`src/rtl/ysyx_24100006_if_id_buf_if.sv`:
```
// Bundle between the IFU, the IF/ID instruction buffer, ID and the hazard unit.
// Handshake: a transfer happens on a rising clk edge where valid & ready are both 1;
// valid never waits on ready, and payload is only meaningful while valid is 1.
interface ysyx_24100006_if_id_buf_if #(
    parameter int XLEN = 32
);
    logic            in_valid;
    logic            in_ready;
    logic [XLEN-1:0] in_pc;
    logic [XLEN-1:0] in_inst;
    logic            flush;
    logic            stall_id;
    logic            out_valid;
    logic            out_ready;
    logic [XLEN-1:0] out_pc;
    logic [XLEN-1:0] out_inst;
    logic [3:0]      id_rs1;
    logic [3:0]      id_rs2;
    logic            id_rs1_ren;
    logic            id_rs2_ren;
    logic [1:0]      dbg_count;

    modport slave (
        input  in_valid, in_pc, in_inst, flush, stall_id, out_ready,
        output in_ready, out_valid, out_pc, out_inst,
        output id_rs1, id_rs2, id_rs1_ren, id_rs2_ren, dbg_count
    );

    modport master (
        output in_valid, in_pc, in_inst, flush, stall_id, out_ready,
        input  in_ready, out_valid, out_pc, out_inst,
        input  id_rs1, id_rs2, id_rs1_ren, id_rs2_ren, dbg_count
    );
endinterface

```
`src/rtl/ysyx_24100006_if_id_buf.sv`:
```
// Two-entry IF/ID instruction buffer: absorbs {pc, inst} from the IFU, offers the
// oldest entry to ID, and decodes its source registers for the RAW hazard unit.
module ysyx_24100006_if_id_buf #(
    parameter int XLEN = 32
) (
    input  logic                          clk,
    input  logic                          rst_n,
    ysyx_24100006_if_id_buf_if.slave      bus
);
    logic [1:0]      count_q, count_d;
    logic            head_q, head_d;
    logic            tail_q, tail_d;
    logic [XLEN-1:0] pc_q   [2];
    logic [XLEN-1:0] pc_d   [2];
    logic [XLEN-1:0] inst_q [2];
    logic [XLEN-1:0] inst_d [2];

    logic            in_ready;
    logic            out_valid;
    logic            push;
    logic            pop;
    logic [XLEN-1:0] head_inst;
    logic [6:0]      opcode;
    logic [2:0]      funct3;
    logic            rs1_ren;
    logic            rs2_ren;

    // in_ready comes from registered count only, so ID backpressure never reaches the IFU.
    always_comb begin
        in_ready  = (count_q != 2'd2);
        out_valid = (count_q != 2'd0) && !bus.stall_id && !bus.flush;
        push      = bus.in_valid && in_ready && !bus.flush;
        pop       = out_valid && bus.out_ready;
    end

    always_comb begin
        count_d = count_q;
        head_d  = head_q;
        tail_d  = tail_q;
        pc_d    = pc_q;
        inst_d  = inst_q;
        if (bus.flush) begin
            count_d = 2'd0;
            head_d  = 1'b0;
            tail_d  = 1'b0;
        end else begin
            if (push) begin
                pc_d[tail_q]   = bus.in_pc;
                inst_d[tail_q] = bus.in_inst;
                tail_d         = !tail_q;
            end
            if (pop) begin
                head_d = !head_q;
            end
            if (push && !pop) begin
                count_d = count_q + 2'd1;
            end else if (pop && !push) begin
                count_d = count_q - 2'd1;
            end
        end
    end

    always_ff @(posedge clk or negedge rst_n) begin
        if (!rst_n) begin
            count_q <= 2'd0;
            head_q  <= 1'b0;
            tail_q  <= 1'b0;
            for (int i = 0; i < 2; i++) begin
                pc_q[i]   <= '0;
                inst_q[i] <= '0;
            end
        end else begin
            count_q <= count_d;
            head_q  <= head_d;
            tail_q  <= tail_d;
            pc_q    <= pc_d;
            inst_q  <= inst_d;
        end
    end

    // Decode is gated only by occupancy, not by stall, so hazards are re-checked each cycle.
    always_comb begin
        head_inst = inst_q[head_q];
        opcode    = head_inst[6:0];
        funct3    = head_inst[14:12];
        rs1_ren   = 1'b0;
        rs2_ren   = 1'b0;
        case (opcode)
            7'b0110011, 7'b0100011, 7'b1100011: begin
                rs1_ren = 1'b1;
                rs2_ren = 1'b1;
            end
            7'b0010011, 7'b0000011, 7'b1100111: begin
                rs1_ren = 1'b1;
            end
            7'b1110011: begin
                rs1_ren = (funct3 == 3'b001) || (funct3 == 3'b010) || (funct3 == 3'b011);
            end
            default: begin
                rs1_ren = 1'b0;
                rs2_ren = 1'b0;
            end
        endcase
        if (count_q == 2'd0) begin
            rs1_ren = 1'b0;
            rs2_ren = 1'b0;
        end
    end

    assign bus.in_ready   = in_ready;
    assign bus.out_valid  = out_valid;
    assign bus.out_pc     = pc_q[head_q];
    assign bus.out_inst   = head_inst;
    assign bus.id_rs1     = head_inst[18:15];
    assign bus.id_rs2     = head_inst[23:20];
    assign bus.id_rs1_ren = rs1_ren;
    assign bus.id_rs2_ren = rs2_ren;
    assign bus.dbg_count  = count_q;
endmodule

```
`src/flat_wrapper.sv`:
```
// flat-port wrapper written by rule: the top's interface ports become plain ports
module ysyx_24100006_if_id_buf_flat 
#(
    parameter int XLEN = 32
)
  (clk, rst_n, bus_in_valid, bus_in_pc, bus_in_inst, bus_flush, bus_stall_id, bus_out_ready, bus_in_ready, bus_out_valid, bus_out_pc, bus_out_inst, bus_id_rs1, bus_id_rs2, bus_id_rs1_ren, bus_id_rs2_ren, bus_dbg_count);
  ysyx_24100006_if_id_buf_if #(.XLEN(XLEN)) bus_i ();
  input  logic clk;
  input  logic rst_n;
  input wire logic [$bits(bus_i.in_valid)-1:0] bus_in_valid;
  input wire logic [$bits(bus_i.in_pc)-1:0] bus_in_pc;
  input wire logic [$bits(bus_i.in_inst)-1:0] bus_in_inst;
  input wire logic [$bits(bus_i.flush)-1:0] bus_flush;
  input wire logic [$bits(bus_i.stall_id)-1:0] bus_stall_id;
  input wire logic [$bits(bus_i.out_ready)-1:0] bus_out_ready;
  output wire logic [$bits(bus_i.in_ready)-1:0] bus_in_ready;
  output wire logic [$bits(bus_i.out_valid)-1:0] bus_out_valid;
  output wire logic [$bits(bus_i.out_pc)-1:0] bus_out_pc;
  output wire logic [$bits(bus_i.out_inst)-1:0] bus_out_inst;
  output wire logic [$bits(bus_i.id_rs1)-1:0] bus_id_rs1;
  output wire logic [$bits(bus_i.id_rs2)-1:0] bus_id_rs2;
  output wire logic [$bits(bus_i.id_rs1_ren)-1:0] bus_id_rs1_ren;
  output wire logic [$bits(bus_i.id_rs2_ren)-1:0] bus_id_rs2_ren;
  output wire logic [$bits(bus_i.dbg_count)-1:0] bus_dbg_count;
  assign bus_i.in_valid = bus_in_valid;
  assign bus_i.in_pc = bus_in_pc;
  assign bus_i.in_inst = bus_in_inst;
  assign bus_i.flush = bus_flush;
  assign bus_i.stall_id = bus_stall_id;
  assign bus_i.out_ready = bus_out_ready;
  assign bus_in_ready = bus_i.in_ready;
  assign bus_out_valid = bus_i.out_valid;
  assign bus_out_pc = bus_i.out_pc;
  assign bus_out_inst = bus_i.out_inst;
  assign bus_id_rs1 = bus_i.id_rs1;
  assign bus_id_rs2 = bus_i.id_rs2;
  assign bus_id_rs1_ren = bus_i.id_rs1_ren;
  assign bus_id_rs2_ren = bus_i.id_rs2_ren;
  assign bus_dbg_count = bus_i.dbg_count;
  ysyx_24100006_if_id_buf #(.XLEN(XLEN)) u_core (.clk(clk), .rst_n(rst_n), .bus(bus_i));
endmodule
```
`config.mk`:
```
export PLATFORM = sky130hd
export DESIGN_NAME = ysyx_24100006_if_id_buf_flat
export DESIGN_NICKNAME = d
export VERILOG_FILES = /design/src/rtl/ysyx_24100006_if_id_buf_if.sv /design/src/rtl/ysyx_24100006_if_id_buf.sv /design/src/flat_wrapper.sv
export SDC_FILE = /design/constraint.sdc
export NUM_CORES = 1
export LEC_CHECK = 0
export BUFFER_PORTS_ARGS = -buffer_cell sky130_fd_sc_hd__buf_2
export CORE_MARGIN = 5
export CORE_UTILIZATION = 35
export DETAILED_ROUTE_END_ITERATION = 12
export PLACE_DENSITY = 0.63
export SLEW_MARGIN = 20
export SYNTH_ARGS = -nofsm -noshare
export SYNTH_HDL_FRONTEND = slang
export SYNTH_SLANG_ARGS = --single-unit
```
`constraint.sdc`:
```
create_clock -name clk -period 1.7 [get_ports clk]
set_clock_uncertainty 0.2 [all_clocks]
set_input_delay 0 -clock clk [delete_from_list [all_inputs] [get_ports clk]]
set_output_delay 0 -clock clk [all_outputs]
set_load 0.005 [all_outputs]
```
Yosys cells after proc, flatten, opt, wreduce, memory -nomap -nowiden
Index checks and enable logic that the tools add are counted.
- bits in registers: 132
- output and inout bits: 78
- logic and storage cells: 71
- input bits: 70
- magnitude comparators: 3
- reductions and logical operators: 24
- equality and inequality tests: 11
- bitwise gates (word level): 3
- add/sub/neg operators: 2
- mux-type cells: 21
- operators with widths (operator ; number):
    32-bit two-way mux ; 7
    64-bit bitwise mux ; 2
    32-bit demux with 1-bit select ; 1
    7-bit equality test (second input constant) ; 3
    7-bit by 6-bit equality test with 1-bit output (second input constant) ; 2
    1-bit logical AND ; 8
    7-bit by 2-bit equality test with 1-bit output (second input constant) ; 1
    7-bit by 5-bit equality test with 1-bit output (second input constant) ; 1
    1-bit two-way mux ; 7
    3-bit by 2-bit equality test with 1-bit output (second input constant) ; 2
    1-bit zero test ; 6
    2-bit two-way mux ; 3
    2-bit nonzero test ; 3
    6-bit OR reduction ; 1
    2-bit greater-or-equal comparator (second input constant) ; 2
    1-bit inverter with 2-bit output ; 2
    3-bit by 1-bit equality test with 1-bit output (second input constant) ; 1
    3-bit nonzero test ; 1
    3-bit OR reduction ; 1
    2-bit by 1-bit adder with 2-bit output (second input constant) ; 1
    2-bit zero test ; 1
    1-bit logical OR ; 2
    2-bit by 1-bit < comparator with 1-bit output (second input constant) ; 1
    2-bit inequality test (second input constant) ; 1
    4 further kinds ; 4

Logic depth before layout (Yosys ltp)
Gate-level depths: netlist of run 1.
- word-level depth: 9
- mapped depth: 5
- mapped depth without buffers: 4

Worst setup path before layout of run 1
Ideal clock, no wire load.
- path type: register to register
- start point: register u_core.count_q[0] (netlist: u_core.bus.dbg_count[0])
- end point: register u_core.inst_q[32] (netlist bit)
- stages on the path, launching flop included: 6
- slack: -0.158 ns
- data required time: 1.375 ns
- arrival: 1.533 ns
- clock period less this slack: 1.858 ns
- path through: dfrtp_1 nand2b_4 nand2_4 nor3_4 buf_6 mux2_2
- cells in the longest elaborated chain, start to end: 4
- RTL lines (element ; RTL line ; text):
    start, declared ; ysyx_24100006_if_id_buf.sv:10 ; logic [1:0] count_q, count_d;
    start signal, assigned ; ysyx_24100006_if_id_buf.sv:73 ; count_q <= count_d;
    2-bit inequality test ; ysyx_24100006_if_id_buf.sv:30 ; in_ready = (count_q != 2'd2);
    via bus_in_ready ; flat_wrapper.sv:16 ; output wire logic [$bits(bus_i.in_ready)-1:0] bus_in_ready;
    1-bit logical AND (2 in series) ; ysyx_24100006_if_id_buf.sv:32 ; push = bus.in_valid && in_ready && !bus.flush;
    2-bit AND reduction (no source line) ; - ;
    end signal, assigned ; ysyx_24100006_if_id_buf.sv:77 ; inst_q <= inst_d;
    end, declared ; ysyx_24100006_if_id_buf.sv:15 ; logic [XLEN-1:0] inst_q [2];
The timed path passes the listed nets, and every way through them passes these cells.
A chain may end at the register's enable or synchronous reset.

Final worst setup path of run 1
- start point: register u_core.head_q
- end point: output bus_id_rs1_ren
- cells in the longest elaborated chain, start to end: 9
- elaborated cells on any way between the ends: 19
- RTL lines (element ; RTL line ; text):
    start, declared ; ysyx_24100006_if_id_buf.sv:11 ; logic head_q, head_d;
    start signal, assigned ; ysyx_24100006_if_id_buf.sv:66 ; head_q <= 1'b0;
    start signal, assigned ; ysyx_24100006_if_id_buf.sv:74 ; head_q <= head_d;
    1-bit inverter with 2-bit output (not written as such) * ; ysyx_24100006_if_id_buf.sv:83 ; head_inst = inst_q[head_q];
    32-bit two-way mux (not written as such) * (3 in series) ; ysyx_24100006_if_id_buf.sv:83 ;
    branches (longest 3 deep; another with 7-bit by 6-bit equality test with 1-bit output) ; - ;
    1-bit one-hot mux with 2 select lines * ; ysyx_24100006_if_id_buf.sv:88 ; case (opcode)
    1-bit two-way mux * ; ysyx_24100006_if_id_buf.sv:104 ; if (count_q == 2'd0) begin
    end, declared ; flat_wrapper.sv:22 ; output wire logic [$bits(bus_i.id_rs1_ren)-1:0] bus_id_rs1_ren;
Every way passes the cells marked *. The select of a mux whose other input is x is not followed.

==> results.txt, run 1 <==
status: finished with violations
failing checks: negative setup slack
HPWL Detailed: 9320 um
CTS tree: built
CTS max path bufs: 2
Inst Count DP: 758
Avg Synthesized Cell Area: 15.2 um2
adder-cell share of the synthesized area: 0%
DR iter-0 viols: 95
R2R cell count: 8
Die Area: 0.0195 mm2
worst hold endpoint: u_core.inst_q[2]
post-synth cell types: 26
vias per cell: 4.69
largest net degree at the start of global routing: 51
peak supply drop: 0.684 mV
commonest non-fill, non-tap cell in the layout: dfrtp_1
worst-margin pin slew: 502 ps
final-stage net count: 731
DR DRC count: 0
Worst slew margin: 66.5%
worst r2r src: u_core.bus.dbg_count[1]
routed len/inst: 18.6 um
CP max FO: 4
Remaining Overflow, GRT: 0
global-route wire length before repair: 24500 um
post-synthesis mux area share: 37.0%
Slew Limit Fails: 0
clk sink count: 132
area delta synth->final: 65.4%
Fmax achieved: 473 MHz
XOR/XNOR Fraction of Synth Area: 0.298%
Fin Hold WS: 162 ps
Compound-Gate Fraction of Synth Area: 0.810%
Mapped Cells: 386
placer congestion estimate: 0.767
Post-Layout Cell Count: 894
core area: 0.0165 mm2
final setup margin: -413 ps
IO buf count: 147
crit path DAT: 1910 ps
initial antenna violation count: 0
largest family of logic cells by synthesized area: multiplexers
Hold Crit Depth: 3
most frequent cells in the layout: dfrtp_1, buf_2, mux2_4
# H-tree levels: 4
fillers: 1250
diodes inserted: 0
layout cells sized above 1: 67.2%
worst hold path type: primary input to register
overall die width: 140 um
final setup fails: 197
Synth Register Bits: 132
PwrDens: 1230 mW/mm2
crit share post-route: 124%
GRT Total Usage: 15.8%
flop2flop setup slack: -280 ps
Clock transition at path regs: 60 ps
TritonRoute pass-1 iters: 4
Max-Cap Viols: 0
leakage power: 4.53 nW
r2r endpoint: u_core.pc_q[10]
min-delay src: bus_in_inst[2]
CP Class: register to output port
cell row count: 47
Power, Total: 0.0120 W
CTS Buf Count: 17
CTS root buffer: clkbuf_16
TNS Setup: -35000 ps
final wirelength: 16600 um
synthesized cell area: 0.00587 mm2
Startpoint Class: register
Crit path required time: 1500 ps
Top Ports: 148
initial core utilization: 35.5%
die height: 140 um
Hold Fails Final Rpt: 0
ANT nets after route: 0
Final Core Density: 58.8%
vias in the first global route: 4744
sequential area share after synthesis: 56.2%
Yosys Warn Count: 0
CP Capture Type: output port
RSZ-0062 raised after global routing: yes
Clk Latency, worst-skew pair: 420 ps
Synth Area in Simple Gates: 2.19%
total number of vias: 4191
fin crit period: 2110 ps
Mapped Nets: 456
==> worst max-delay path by stage <==
| stage | start | end |
|---|---|---|
| after floorplan | u_core.bus.dbg_count[0] | u_core.inst_q[32] |
| after global placement | u_core.head_q | bus_id_rs2_ren |
| after detailed placement | u_core.bus.dbg_count[1] | u_core.pc_q[63] |
| after CTS | u_core.head_q | bus_id_rs2_ren |
| after global routing | u_core.head_q | bus_id_rs1_ren |
| final | u_core.head_q | bus_id_rs1_ren |
==> flip-flops by register name (all words and copies together) (netlist names) <==
signal and count:
u_core.inst_q 64, u_core.pc_q 64, u_core.bus.dbg_count 2, u_core.head_q 1
u_core.tail_q 1
==> logic make-up after synthesis <==
| logic type | Yosys count |
|---|---|
| AOI/OAI and AO/OA | 8 |
| xor gates and xnor gates | 2 |
| DFF | 132 |
| and+or+nand+nor | 21 |
| buffers and inverters | 30 |
| muxes | 193 |
==> metrics by stage <==
| stage | setup WS [ps] | instance area, um2 |
|---|---|---|
| after global routing | -542 | 9720 |
| after global placement | -53.6 | 7060 |
| after detailed placement | -29.2 | 7060 |
| after floorplan | -158 | 5890 |
| after CTS | -400 | 9100 |
| final | -413 | 9720 |
==> cells in the mapped netlist <==
cell type  count  share of area (%)
nor2_1         8               0.51
mux2_2       191                 37
buf_4          8                1.0
nor2b_1        1               0.11
or2_2          1               0.11
nand2_1        2               0.13
o21ai_0        2               0.17
nand2_4        1               0.19
xnor2_1        1               0.15
nor3b_1        1               0.13
nand2b_1       1               0.11
nand2b_4       1               0.23
dfrtp_1      132                 56
buf_6          6                1.2
nand4b_1       1               0.15
xor2_1         1               0.15
a32oi_1        1               0.15
a2111oi_0      1               0.15
buf_2         14                1.2
nand3_1        1              0.085
clkbuf_1       1              0.064
a21oi_1        4               0.34
mux2i_1        2               0.34
inv_1          1              0.064
nor3_4         1               0.28
nor3_1         2               0.17
==> worst max-delay path: stages (launching register included) <==
cell and delay, ps:
dfrtp_2 440, buf_6 150, mux2_4 320, buf_6 130, nor2_4 80, a21oi_2 60, a21oi_1 180, buf_2 150
==> area by class of cell <==
| cell class | instances | area, um2 | area share (%) |
|---|---|---|---|
| Timing Repair Buffer | 285 | 2720 | 27.9 |
| Multi-Input combinational cell | 224 | 2810 | 28.9 |
| Inverter | 1 | 3.75 | 0.0386 |
| Tap cell | 220 | 275 | 2.83 |
| Sequential cell | 132 | 3300 | 34.0 |
| Clock inverter | 8 | 96.3 | 0.992 |
| Clock buffer | 24 | 512 | 5.27 |
==> power breakdown <==
part | internal [W] | switching (W)
clock | 0.00239 | 0.00134
sequential | 0.00408 | 0.000507
combinational | 0.00248 | 0.00121
total | 0.00894 | 0.00305
==> per-layer routing <==
metal	routed length, um	GRT usage (%)	up-vias
met5	0	0	-
met4	266	5.41	0
met3	848	4.67	22
met2	8270	26.7	104
met1	7230	19.5	2134
li1	-	-	1931
==> what timing repair did <==
action / in CTS / in global routing
buffers inserted: 16 / 12
gates cloned: 7 / 8
pin swaps: 6 / 4
endpoints found under the hold margin: 264 / 0
gates resized for setup: 89 / 113
endpoints found under the setup margin: 105 / 201
hold buffers: 71 / 0
Note: power is estimated with default switching activity, not from simulation.
==> inputs of run 2 (changes only) <==
--- a/config.mk
+++ b/config.mk
@@ -9,7 +9,7 @@
 export CORE_MARGIN = 5
 export CORE_UTILIZATION = 35
 export DETAILED_ROUTE_END_ITERATION = 12
-export PLACE_DENSITY = 0.63
+export PLACE_DENSITY = 0.68
 export SLEW_MARGIN = 20
 export SYNTH_ARGS = -nofsm -noshare
 export SYNTH_HDL_FRONTEND = slang
==> run 2 against run 1 <==
Net effect:
- the run still ends with negative setup slack left
- via count increased by 1.4%
- global-route usage about the same
- cell count decreased by 1.0%
- register-to-register slack improved by 80 ps
- final area decreased by 1.2%
- first-iteration DRC count unchanged
- combinational power about the same
- utilization decreased by 0.68 points
- worst setup slack improved by 21 ps
- fmax increased by 1.0%
- highest routed layer unchanged
==> results.txt, run 2 (synthesis gave the netlist of run 1 again) <==
status: finished with violations (unchanged)
failing checks: negative setup slack (unchanged)
core area: 0.0165 mm2 (unchanged)
worst r2r src: u_core.bus.dbg_count[1] (unchanged)
largest net degree at the start of global routing: 70 (was 51)
Clock power frac: 31.0% (about the same)
final setup fails: 195 (was 197)
routed len/inst: 18.8 um (was 18.6 um)
most frequent cells in the layout: mux2_4, buf_2, dfrtp_1 (was dfrtp_1, buf_2, mux2_4)
worst hold path type: primary input to register (unchanged)
CP Capture Type: output port (unchanged)
placer congestion estimate: 0.745 (was 0.767)
P_sw: 0.00306 W (was 0.00305 W)
final setup margin: -392 ps (was -413 ps)
Startpoint Class: register (unchanged)
Gate power share: 30.5% (was 30.8%)
Worst slew margin: 73.5% (was 66.5%)
CTS max path bufs: 2 (unchanged)
Critical-path top delay cell: dfrtp_2 (unchanged)
fin crit period: 2090 ps (was 2110 ps)
overall die width: 140 um (unchanged)
sequence of cells on the critical path: buf_8 > buf_4 > mux2_4 > o21ai_1 > a21oi_1 > buf_2 (was buf_6 > mux2_4 > buf_6 > nor2_4 > a21oi_2 > a21oi_1 > buf_2)
Critical Path Max Stage Delay: 440 ps (about the same)
die height: 140 um (unchanged)
TritonRoute pass-1 iters: 4 (unchanged)
total number of vias: 4250 (was 4191)
commonest non-fill, non-tap cell in the layout: mux2_4 (was dfrtp_1)
CTS tree: built (unchanged)
final wirelength: 16600 um (about the same)
Max-Cap Viols: 0 (unchanged)
Power, Total: 0.0120 W (about the same)
Die Area: 0.0195 mm2 (unchanged)
CTS Buf Count: 17 (unchanged)
DR iter-0 viols: 95 (unchanged)
initial core utilization: 35.5% (unchanged)
PwrDens: 1250 mW/mm2 (was 1230 mW/mm2)
Fmax achieved: 478 MHz (was 473 MHz)
crit share post-route: 123% (was 124%)
Final Core Density: 58.1% (was 58.8%)
RSZ-0062 raised after global routing: yes (unchanged)
crit path DAT: 1890 ps (was 1910 ps)
Clk Latency, worst-skew pair: 400 ps (was 420 ps)
leakage power: 4.67 nW (was 4.53 nW)
initial antenna violation count: 0 (unchanged)
Hold Fails Final Rpt: 0 (unchanged)
cell row count: 47 (unchanged)
min-delay src: bus_in_valid (was bus_in_inst[2])
global-route wire length before repair: 24700 um (was 24500 um)
IO buf count: 147 (unchanged)
layout cells sized above 1: 65.6% (was 67.2%)
Top Ports: 148 (unchanged)
DR DRC count: 0 (unchanged)
CP max FO: 8 (was 4)
vias in the first global route: 4643 (was 4744)
diodes inserted: 0 (unchanged)
GRT Total Usage: 15.8% (about the same)
# H-tree levels: 4 (unchanged)
final-stage net count: 722 (was 731)
Flop pwr share: 38.4% (was 38.2%)
Remaining Overflow, GRT: 0 (unchanged)
HPWL Detailed: 8990 um (was 9320 um)
worst-margin pin slew: 398 ps (was 502 ps)
CP Class: register to output port (unchanged)
Crit path required time: 1500 ps (about the same)
fillers: 1258 (was 1250)
peak supply drop: 0.682 mV (was 0.684 mV)
switching share of power: 25.4% (was 25.5%)
CTS root buffer: clkbuf_16 (unchanged)
Slew Limit Fails: 0 (unchanged)
clk sink count: 132 (unchanged)
flop2flop setup slack: -200 ps (was -280 ps)
CP startpoint: u_core.head_q (unchanged)
design internal power: 0.00898 W (was 0.00894 W)
vias per cell: 4.80 (was 4.69)
Clock transition at path regs: 60 ps (about the same)
ANT nets after route: 0 (unchanged)
area delta synth->final: 63.5% (was 65.4%)
[run 2: cell count changes in the layout (fill, tap and decap cells not counted), moves of 4 or more]
cell / delta
buf_12: -4
buf_2: +22
buf_6: -23
mux2_4: +43
mux2_2: -43
buf_4: -6
[run 2: power groups by stage]
stage                     clock (W)  sequential (W)  combinational (W)
final                       0.00374         0.00463            0.00368
after global routing        0.00396         0.00473            0.00392
after CTS                   0.00382         0.00452            0.00295
after detailed placement          0         0.00456            0.00247
after global placement            0         0.00448            0.00238
after floorplan                   0         0.00441            0.00164
[run 2: final timing paths]
kind | depth (start not counted) | endpoint
hold reg to reg | 1 | u_core.inst_q[25]
min in group asynchronous | 4 | u_core.inst_q[27]
max in group asynchronous | 4 | u_core.head_q
setup reg to reg | 8 | u_core.inst_q[20]
hold / removal | 6 | u_core.pc_q[29]
setup / recovery | 6 | bus_id_rs1_ren
[run 2: repair_timing]
| item | 4_1_cts | 5_1_grt |
|---|---|---|
| setup buffers | 13 | 12 |
| endpoints found under the hold margin | 264 | 0 |
| endpoints found under the setup margin | 140 | 201 |
| cloned | 7 | 6 |
| resized for setup | 66 | 150 |
| hold buffers | 71 | 0 |
| pin swaps | 2 | 3 |
[run 2: cell type report]
class	instances	area (um2)	area share (%)
Timing Repair Buffer	276	2470	25.7
Clock inverter	9	126	1.32
Inverter	1	3.75	0.0391
Tap cell	220	275	2.87
Multi-Input combinational cell	224	2950	30.7
Sequential cell	132	3300	34.4
Clock buffer	23	478	4.98
[run 2: routing by layer]
layer	routed length (um)	vias up	global-route usage, %	part of all wire (%)
met4	275	0	4.49	1.7
met3	711	25	4.53	4.3
met5	0	-	0	0
met2	8320	116	26.5	50
met1	7300	2198	20.0	44
li1	-	1911	-	-
[run 2: metrics by stage]
step           cell area [um2]  hold slack (ps)  cells  setup slack, ps  setup TNS [ps]
2_1_floorplan             5890             -496    386             -158           -9520
3_3_place_gp              6950             -156    749            -33.0           -1720
3_5_place_dp              6950             -148    749            -61.7           -2510
4_1_cts                   8820              111    871             -365          -31410
5_1_grt                   9600              168    885             -479          -40950
6_report                  9600              150    885             -392          -28400
[run 2: critical path, delay by kind of cell (launching register included)]
family                 cells  cell delay [ps]
DFF                        1              440
buffers and inverters      3              430
muxes                      1              310
AOI/OAI and AO/OA          2              310
